===== config.mk =====
export PLATFORM = sky130hd
export DESIGN_NAME = kp_voice_alloc
export DESIGN_NICKNAME = d
export VERILOG_FILES = /design/src/rtl/kp_voice_alloc.sv
export SDC_FILE = /design/constraint.sdc
export NUM_CORES = 1
export LEC_CHECK = 0
export CAP_MARGIN = 20
export CELL_PAD_IN_SITES_DETAIL_PLACEMENT = 1
export CELL_PAD_IN_SITES_GLOBAL_PLACEMENT = 1
export CORE_ASPECT_RATIO = 1.5
export CORE_MARGIN = 3
export CORE_UTILIZATION = 39
export DETAILED_ROUTE_END_ITERATION = 8
export HOLD_SLACK_MARGIN = 0.15
export PLACE_DENSITY_LB_ADDON = 0.25
export REMOVE_ABC_BUFFERS = 1
export SYNTH_ARGS = -nofsm -noshare
export SYNTH_HDL_FRONTEND = slang
export SYNTH_SLANG_ARGS = --single-unit

===== constraint.sdc =====
create_clock -name a_clk -period 6 [get_ports a_clk]
set_clock_uncertainty 0.05 [all_clocks]
set_input_delay 1.5 -clock a_clk [delete_from_list [all_inputs] [get_ports a_clk]]
set_output_delay 1.5 -clock a_clk [all_outputs]
set_load 0.02 [all_outputs]

===== src/rtl/kp_voice_alloc.sv =====
// rtl/kp_voice_alloc.sv - voice allocator/scheduler for a bank of Karplus-Strong pluck voices
// Free voice first, else oldest voice; parameters load one cycle before the trigger rises.
module kp_voice_alloc #(
  parameter int          NUM_VOICES   = 4,
  parameter int          VIDX_W       = 2,
  parameter logic [10:0] MIN_LEN      = 11'd16,
  parameter int          TRIG_HOLD    = 8,
  parameter int          TRIG_GAP     = 8,
  parameter int          DECAY_CYCLES = 48000
) (
  input  logic                       a_clk,
  input  logic                       reset_n,
  input  logic                       i_note_valid,
  output logic                       o_note_ready,
  input  logic [10:0]                i_note_len,
  input  logic [2:0]                 i_note_filt,
  output logic [NUM_VOICES*11-1:0]   o_voice_len,
  output logic [NUM_VOICES*3-1:0]    o_voice_filt,
  output logic [NUM_VOICES-1:0]      o_voice_trig,
  output logic [NUM_VOICES-1:0]      o_voice_busy,
  output logic [VIDX_W-1:0]          o_last_voice,
  output logic                       o_steal
);

  localparam int AGE_W   = $clog2(DECAY_CYCLES + 1);
  localparam int CNT_MAX = (TRIG_HOLD > TRIG_GAP) ? TRIG_HOLD : TRIG_GAP;
  localparam int CNT_W   = $clog2(CNT_MAX + 1);
  localparam logic [AGE_W-1:0] AGE_SAT = AGE_W'(DECAY_CYCLES);

  typedef enum logic [2:0] {
    S_IDLE, S_SEL, S_LOAD, S_TRIG, S_GAP
  } state_t;

  state_t                  r_state;
  logic                    r_note_ready;
  logic [10:0]             r_len_q;
  logic [2:0]              r_filt_q;
  logic [VIDX_W-1:0]       r_target;
  logic [VIDX_W-1:0]       r_last_voice;
  logic                    r_steal;
  logic [NUM_VOICES-1:0]   r_trig;
  logic [CNT_W-1:0]        r_cnt;
  logic [10:0]             r_voice_len  [NUM_VOICES];
  logic [2:0]              r_voice_filt [NUM_VOICES];
  logic [AGE_W-1:0]        r_age        [NUM_VOICES];

  logic [NUM_VOICES-1:0]   w_busy;
  logic                    w_free_found;
  logic [VIDX_W-1:0]       w_free_idx;
  logic [VIDX_W-1:0]       w_old_idx;
  logic [AGE_W-1:0]        w_old_age;

  // Strict '>' keeps the lowest index on equal ages.
  always_comb begin
    w_busy       = '0;
    w_free_found = 1'b0;
    w_free_idx   = '0;
    w_old_idx    = '0;
    w_old_age    = r_age[0];
    for (int i = 0; i < NUM_VOICES; i++) begin
      w_busy[i] = (r_age[i] < AGE_SAT);
      if (!w_busy[i] && !w_free_found) begin
        w_free_found = 1'b1;
        w_free_idx   = VIDX_W'(i);
      end
      if (r_age[i] > w_old_age) begin
        w_old_age = r_age[i];
        w_old_idx = VIDX_W'(i);
      end
    end
  end

  always_ff @(posedge a_clk) begin
    if (!reset_n) begin
      r_state      <= S_IDLE;
      r_note_ready <= 1'b0;
      r_len_q      <= '0;
      r_filt_q     <= '0;
      r_target     <= '0;
      r_last_voice <= '0;
      r_steal      <= 1'b0;
      r_trig       <= '0;
      r_cnt        <= '0;
      for (int i = 0; i < NUM_VOICES; i++) begin
        r_voice_len[i]  <= MIN_LEN;
        r_voice_filt[i] <= '0;
        r_age[i]        <= AGE_SAT;
      end
    end else begin
      r_steal <= 1'b0;
      for (int i = 0; i < NUM_VOICES; i++) begin
        if (r_age[i] != AGE_SAT) r_age[i] <= r_age[i] + 1'b1;
      end
      case (r_state)
        S_IDLE: begin
          if (r_note_ready && i_note_valid) begin
            r_len_q      <= i_note_len;
            r_filt_q     <= i_note_filt;
            r_note_ready <= 1'b0;
            r_state      <= S_SEL;
          end else begin
            r_note_ready <= 1'b1;
          end
        end
        S_SEL: begin
          if (w_free_found) begin
            r_target <= w_free_idx;
          end else begin
            r_target <= w_old_idx;
            r_steal  <= 1'b1;
          end
          r_state <= S_LOAD;
        end
        S_LOAD: begin
          // Age clear is written after the increment loop so it takes priority.
          r_voice_len[r_target]  <= (r_len_q < MIN_LEN) ? MIN_LEN : r_len_q;
          r_voice_filt[r_target] <= r_filt_q;
          r_age[r_target]        <= '0;
          r_last_voice           <= r_target;
          r_cnt                  <= '0;
          r_state                <= S_TRIG;
        end
        S_TRIG: begin
          if (r_cnt == CNT_W'(TRIG_HOLD)) begin
            r_trig  <= '0;
            r_cnt   <= CNT_W'(1);
            r_state <= S_GAP;
          end else begin
            r_trig <= NUM_VOICES'(1) << r_target;
            r_cnt  <= r_cnt + 1'b1;
          end
        end
        S_GAP: begin
          if (r_cnt == CNT_W'(TRIG_GAP)) begin
            r_note_ready <= 1'b1;
            r_state      <= S_IDLE;
          end else begin
            r_cnt <= r_cnt + 1'b1;
          end
        end
        default: r_state <= S_IDLE;
      endcase
    end
  end

  for (genvar g = 0; g < NUM_VOICES; g++) begin : g_out
    assign o_voice_len[11*g +: 11] = r_voice_len[g];
    assign o_voice_filt[3*g +: 3]  = r_voice_filt[g];
  end

  assign o_note_ready = r_note_ready;
  assign o_voice_trig = r_trig;
  assign o_voice_busy = w_busy;
  assign o_last_voice = r_last_voice;
  assign o_steal      = r_steal;

endmodule


==> reports/qor.yml, run 1 <==
timing:
  fmax_mhz: 177.2
  period_share_pct: 94.06
  slew_viol_final: 0
  finalCriticalPeriod_ns: 5.643
  whs_ns: 0.4093
  setup_tns_ns: 0
  max_slew.worst_pin.slew_ns: 1.026
  rsz0062_at_grt: "false"
  hold_viol: 0
  max_slew_margin_pct: 30.97
  setup_viol: 0
route:
  vias_per_cell: 5.246
  drt_iter0_markers: 324
  firstDrtPassIters: 4
  wl_per_cell_um: 18.30
  vias: 6321
  routed_wl_um: 22050
  final_antenna_net_count: 0
  drc: 0
critical_path:
  start_kind: "flip-flop"
  critPathMaxFanout: 15
  crit_arrival_ns: 5.91
  worstSetupEndpointType: "flip-flop"
  crit_required_ns: 6.27
  crit_type: "reg -> reg"
hold_path:
  hp-class: "reg -> reg"
cts:
  cts_inserted_buffers: 17
  cts_tree: "yes"
  htreeDepth: 4
  clock_path_buffers: 2
  cts_root_buf: "clkbuf_16"
  worst_skew_pair.late_latency_ns: 0.43
  clk_pin_slew_worst_paths_ns: 0.07
  clock_sinks: 151
synthesis:
  synth_fa_ha_area_share_pct: 9.376
  synth_ff_type: "dfxtp_1"
  synthCells: 839
  yosysTopAreaCellShare_pct: 24.57
  synthArstFlopShare_pct: 0
  yosys_warnings: 0
  ys_ff_latch: 151
  synth_compound_area_share_pct: 8.649
  synth.area.top_cells: "dfxtp_1, edfxtp_1, ha_1"
  synthXorXnorAreaFrac_pct: 6.450
  synth_area_leader_cell: "dfxtp_1"
  syn_area_sq_um: 7740
  synth_top_family_by_area: "simple AND/OR/NAND/NOR gates"
  synth_edf_count: 56
  yosysSeqAreaShare_pct: 46.30
  synth-simple-area-share_pct: 20.19
  synthMuxAreaShare_pct: 4.526
  postSynthAreaPerCell_sq_um: 9.225
  synth.distinct_cells: 50
pwr:
  peakVddDrop_mv: 0.1268
  leakage_uw: 0.003828
  pwr_density_cell_nw_per_um2: 333.5
  fin_total_pwr_uw: 3197
placed_design:
  gp_congestion: 0.8583
  place_area_sq_um: 8941
  dp.final_hpwl_um: 17020
  io_buffers: 84
layout:
  final_nets: 1011
  fin_area_sq_um: 9584
  drive_gt1_share_pct: 8.957
  n_fill_cell: 2226
  syn_to_final_growth_pct: 23.83
  final_util_pct: 49.62
  diodes: 0
global_route:
  grt_max_degree: 38
  grt.total_usage_pct: 21.00
  grt_overflow: 0
  grt_pass1_wl_um: 35000
  grt_pass1_vias: 6628
  antenna_found_initial: 0
floorplanning:
  die_w_um: 121.0
  boundaryPins: 85
  dieHeight_um: 178.5
  die_area_sq_um: 21610
  fp.coreArea_sq_um: 19320
  initial_utilization_pct: 40.07
  fp-row-count: 62
outcome:
  status: "finished clean"
job:
  cap_violations: 0
synthesized netlist by cell type, types with 3 or more instances:
| master | instances |
|---|---|
| clkbuf_1 | 24 |
| inv_1 | 57 |
| nor4_1 | 13 |
| or2_2 | 4 |
| a21oi_1 | 71 |
| nand2b_1 | 10 |
| nand3_1 | 28 |
| mux2_2 | 16 |
| buf_2 | 3 |
| a22oi_1 | 3 |
| ha_1 | 58 |
| edfxtp_1 | 56 |
| nand4_1 | 20 |
| and4_1 | 3 |
| o21ai_0 | 18 |
| nor2b_1 | 8 |
| a21o_1 | 3 |
| mux2i_1 | 17 |
| nand3b_1 | 4 |
| xnor2_1 | 39 |
| xor2_1 | 18 |
| o21ai_1 | 3 |
| and2_1 | 3 |
| nor2_1 | 108 |
| nand2_1 | 99 |
| dfxtp_1 | 95 |
| nor3_1 | 15 |
| o21a_1 | 3 |
| and3_1 | 16 |
worst paths after layout:
check / from / slack [ns] / cells past startpoint / end
setup / recovery: r_age[0][13]$_SDFFE_PP0P_ / 0.36 / 20 / r_target[0]$_SDFFE_PN0P_
hold / removal: r_len_q[0]$_SDFFE_PN0P_ / 0.41 / 2 / r_len_q[0]$_SDFFE_PN0P_
setup reg to reg: r_age[0][13]$_SDFFE_PP0P_ / 0.36 / 20 / r_target[0]$_SDFFE_PN0P_
hold reg to reg: r_len_q[0]$_SDFFE_PN0P_ / 0.41 / 2 / r_len_q[0]$_SDFFE_PN0P_
final cells by class:
type | count | area [sq um] | area share [%]
clock inverters | 15 | 180.2 | 1.880
multi-input cells | 601 | 3840 | 40.07
clock buffers | 17 | 425.4 | 4.439
repair buffers | 108 | 1021 | 10.65
well taps | 256 | 320.3 | 3.342
flip-flops and latches | 151 | 3583 | 37.39
inverters | 57 | 214.0 | 2.232
worst max-delay path, cell delays in order, from the launching register on:
cell and delay (ns):
dfxtp_1 0.39, inv_1 0.10, ha_1 0.34, nand4_2 0.17
or3_1 0.40, a21o_1 0.19, a31oi_4 0.26, buf_4 0.26
mux2i_1 0.29, ha_1 0.21, nand4_1 0.17, nor4_2 0.35
a21boi_0 0.27, o31a_4 0.31, mux2_2 0.36, ha_1 0.31
nand4_1 0.16, nor4_1 0.35, and2_1 0.18, a31oi_1 0.05
o311a_1 0.36
stage by stage:
step,instances,worst slack [ns]
floorplan,809,0.7443
global placement,1170,0.3992
detailed placement,1170,0.2747
CTS,1202,0.2302
global route,1205,0.04239
finish,1205,0.3567
logic make-up (layout without fill, tap and decap cells):
group,after synthesis,in the layout
simple gates,337,337
flops,151,151
mux,33,33
buf+inv,87,197
xor+xnor,57,57
compound gates,116,116
fa+ha+maj,58,58
report_power, final:
part           internal [uW]  total (uW)  switching, uW
logic                    440         949            509
clock network            599        1090            496
registers               1100        1150           48.1
layout by cell type, fill, tap and decap left out, types with 3 or more instances in the layout:
cell type	netlist	final
nor2_1	108	108
nand3_1	28	28
clkbuf_16	0	17
nor2b_1	8	8
and4_1	3	3
xnor2_1	39	39
edfxtp_1	56	56
and3_1	16	16
a21oi_1	71	71
dfxtp_1	95	95
mux2_2	16	16
buf_4	0	24
nand4_1	20	20
or2_2	4	4
mux2i_1	17	17
nor3_1	15	15
o21ai_0	18	18
a22oi_1	3	3
nand2_1	99	99
inv_6	0	3
o21a_1	3	3
nand3b_1	4	4
and2_1	3	3
nand2b_1	10	10
inv_8	0	6
ha_1	58	58
clkdlybuf4s50_1	0	84
o21ai_2	0	3
inv_1	57	57
a21o_1	3	3
xor2_1	18	18
nor4_1	13	11
metal layers:
metal / GRT usage [%] / vias to the layer above / share of wire [%]
met5: 0 / - / 0
met4: 7.798 / 0 / 3.0
met3: 4.315 / 50 / 3.8
met2: 40.01 / 141 / 54
met1: 22.47 / 3039 / 39
li1: - / 3091 / -
repair_timing:
item,in CTS,in global routing
setup endpoints to repair,0,2
resized for setup,0,3
hold buffers,0,0
setup buffers,0,3
hold endpoints to repair,0,0
registers in the layout, indices dropped and copies added (netlist names):
register,cells
r_cnt,4
o_note_ready,1
r_filt_q,3
r_voice_filt,12
r_voice_len,44
o_voice_trig,4
r_state,3
r_age,64
r_target,2
r_len_q,11
o_steal,1
o_last_voice,2
No activity file was read; power rests on OpenSTA's default activity.
==> inputs of run 2 (changes only) <==
--- a/config.mk
+++ b/config.mk
@@ -9,7 +9,6 @@
 export CELL_PAD_IN_SITES_DETAIL_PLACEMENT = 1
 export CELL_PAD_IN_SITES_GLOBAL_PLACEMENT = 1
 export CORE_ASPECT_RATIO = 1.5
-export CORE_MARGIN = 3
 export CORE_UTILIZATION = 39
 export DETAILED_ROUTE_END_ITERATION = 8
 export HOLD_SLACK_MARGIN = 0.15
==> reports/qor.yml, run 2 (same netlist as run 1, synthesis figures left out) <==
critical_path:
  crit_arrival_ns: 5.98
  worstRegToRegCells: 21
  start_kind: "flip-flop"
  crit_type: "reg -> reg"
  worstSetupEndpointType: "flip-flop"
  rr_endpoint: "r_target[0]$_SDFFE_PN0P_"
  rrSetupSlack_ns: 0.30
  critPathMaxFanout: 14
  cp-startpoint: "r_age[0][14]$_SDFFE_PP0P_"
  crit_required_ns: 6.28
  r2r_start: "r_age[0][14]$_SDFFE_PP0P_"
timing:
  max_slew.worst_pin.slew_ns: 1.080
  hold_viol: 0
  setup_tns_ns: 0
  setup_viol: 0
  slew_viol_final: 0
  period_share_pct: 94.95
  rsz0062_at_grt: "false"
  fmax_mhz: 175.5
  max_slew_margin_pct: 27.98
  finalCriticalPeriod_ns: 5.697
  whs_ns: 0.4060
global_route:
  grt_max_degree: 37
  grt_overflow: 0
  grt_pass1_wl_um: 35650
  antenna_found_initial: 0
  grt.total_usage_pct: 23.45
  grt_pass1_vias: 6722
layout:
  final_common_cell: "nor2_1"
  final_nets: 1004
  mostFrequentLayoutCells: "nor2_1, nand2_1, dfxtp_1"
  diodes: 0
  largest_reg_flops: 64
  ff_latch_area_sq_um: 3583
  multi_input_area_sq_um: 3832
  drive_gt1_share_pct: 8.280
  largest_registers: "r_age x64, r_voice_len x44, r_voice_filt x12"
  syn_to_final_growth_pct: 23.33
  final_util_pct: 49.42
  largest_register: "r_age"
  n_fill_cell: 2183
cts:
  cts_inserted_buffers: 17
  cts_setup_buffers: 0
  postCtsHoldBufs: 0
  clock_sinks: 151
  clock_path_buffers: 2
  worst_skew_pair.late_latency_ns: 0.44
  cts_root_buf: "clkbuf_16"
  htreeDepth: 4
  clk_pin_slew_worst_paths_ns: 0.08
  cts_tree: "yes"
hold_path:
  hold_end: "r_len_q[2]$_SDFFE_PN0P_"
  hold_depth: 2
  holdCritStartpoint: "r_len_q[2]$_SDFFE_PN0P_"
  hp-class: "reg -> reg"
pwr:
  switching_share_pct: 33.75
  pwr_density_cell_nw_per_um2: 330.4
  p_seq_share_pct: 36.6
  p_sw_uw: 1064
  peakVddDrop_mv: 0.1895
  leakage_uw: 0.003801
  combPwrFrac_pct: 28.8
  clkPwrFrac_pct: 34.6
  p_int_uw: 2089
route:
  vias: 6319
  final_antenna_net_count: 0
  drt_iter0_markers: 248
  vias_per_cell: 5.275
  firstDrtPassIters: 4
  wl_per_cell_um: 18.77
  routed_wl_um: 22490
  drc: 0
placed_design:
  io_buffers: 84
  dp.final_hpwl_um: 17160
  gp_congestion: 0.9052
floorplanning:
  initial_utilization_pct: 40.07
  fp.coreArea_sq_um: 19320
  die_w_um: 117.0
  fp-row-count: 62
  dieHeight_um: 174.5
  boundaryPins: 85
  die_area_sq_um: 20430
job:
  cap_violations: 0
outcome:
  status: "finished clean"
-- run 2: worst max-delay path by stage --
stage / endpoint / cells past startpoint
after floorplan: r_target[0]$_SDFFE_PN0P_ / 19
after global placement: r_target[0]$_SDFFE_PN0P_ / 21
after detailed placement: r_target[0]$_SDFFE_PN0P_ / 20
after CTS: r_target[0]$_SDFFE_PN0P_ / 20
after global routing: r_target[0]$_SDFFE_PN0P_ / 20
final: r_target[0]$_SDFFE_PN0P_ / 21
-- run 2: metal layers --
layer  up-vias  GRT usage (%)  share of wire (%)
met3        46          3.835                2.9
met4         0          9.599                3.4
met5         -              0                  0
li1       3077              -                  -
met2       139          44.92                 56
met1      3057          24.45                 38
-- run 2: what timing repair did --
action / in CTS / in global routing
gates resized for setup: 0 / 2
endpoints found under the hold margin: 0 / 0
endpoints found under the setup margin: 0 / 2
-- run 2: critical path, cell delays in order, from the launching register on --
cell and delay [ns]:
dfxtp_1 0.39, inv_1 0.09, ha_1 0.32, nand4_2 0.16, or3_1 0.41, a21o_1 0.19
a31oi_4 0.24, buf_12 0.20, mux2i_1 0.36, ha_1 0.22, nand4_1 0.18, nor4_2 0.40
a21boi_0 0.25, o31a_2 0.30, buf_4 0.23, mux2_2 0.35, ha_1 0.29, nand2_1 0.07
nor4_1 0.31, and2_1 0.18, a31oi_1 0.05, o311a_1 0.37
-- run 2: cell type report --
type / instances / share of cell area, %
repair buffers: 101 / 10.28
multi-input cells: 601 / 40.15
clock inverters: 15 / 1.979
well taps: 256 / 3.356
clock buffers: 17 / 4.457
inverters: 57 / 2.241
flip-flops and latches: 151 / 37.54
-- run 2: metrics by stage --
stage	instance area [sq um]	worst slack [ns]	cells	power (uW)
2_1_floorplan	7605	0.7443	809	1781
3_3_place_gp	8924	0.4618	1166	2061
3_5_place_dp	8924	0.2821	1166	2079
4_1_cts	9538	0.2763	1198	3180
5_1_grt	9545	0.02981	1198	3307
6_report	9545	0.3033	1198	3154
-- run 2: power by group through the flow --
stage          registers (uW)  logic, uW  clock network [uW]
2_1_floorplan            1180        598                   0
3_3_place_gp             1180        885                   0
3_5_place_dp             1180        900                   0
4_1_cts                  1160        910                1110
5_1_grt                  1160        998                1150
6_report                 1150        908                1090
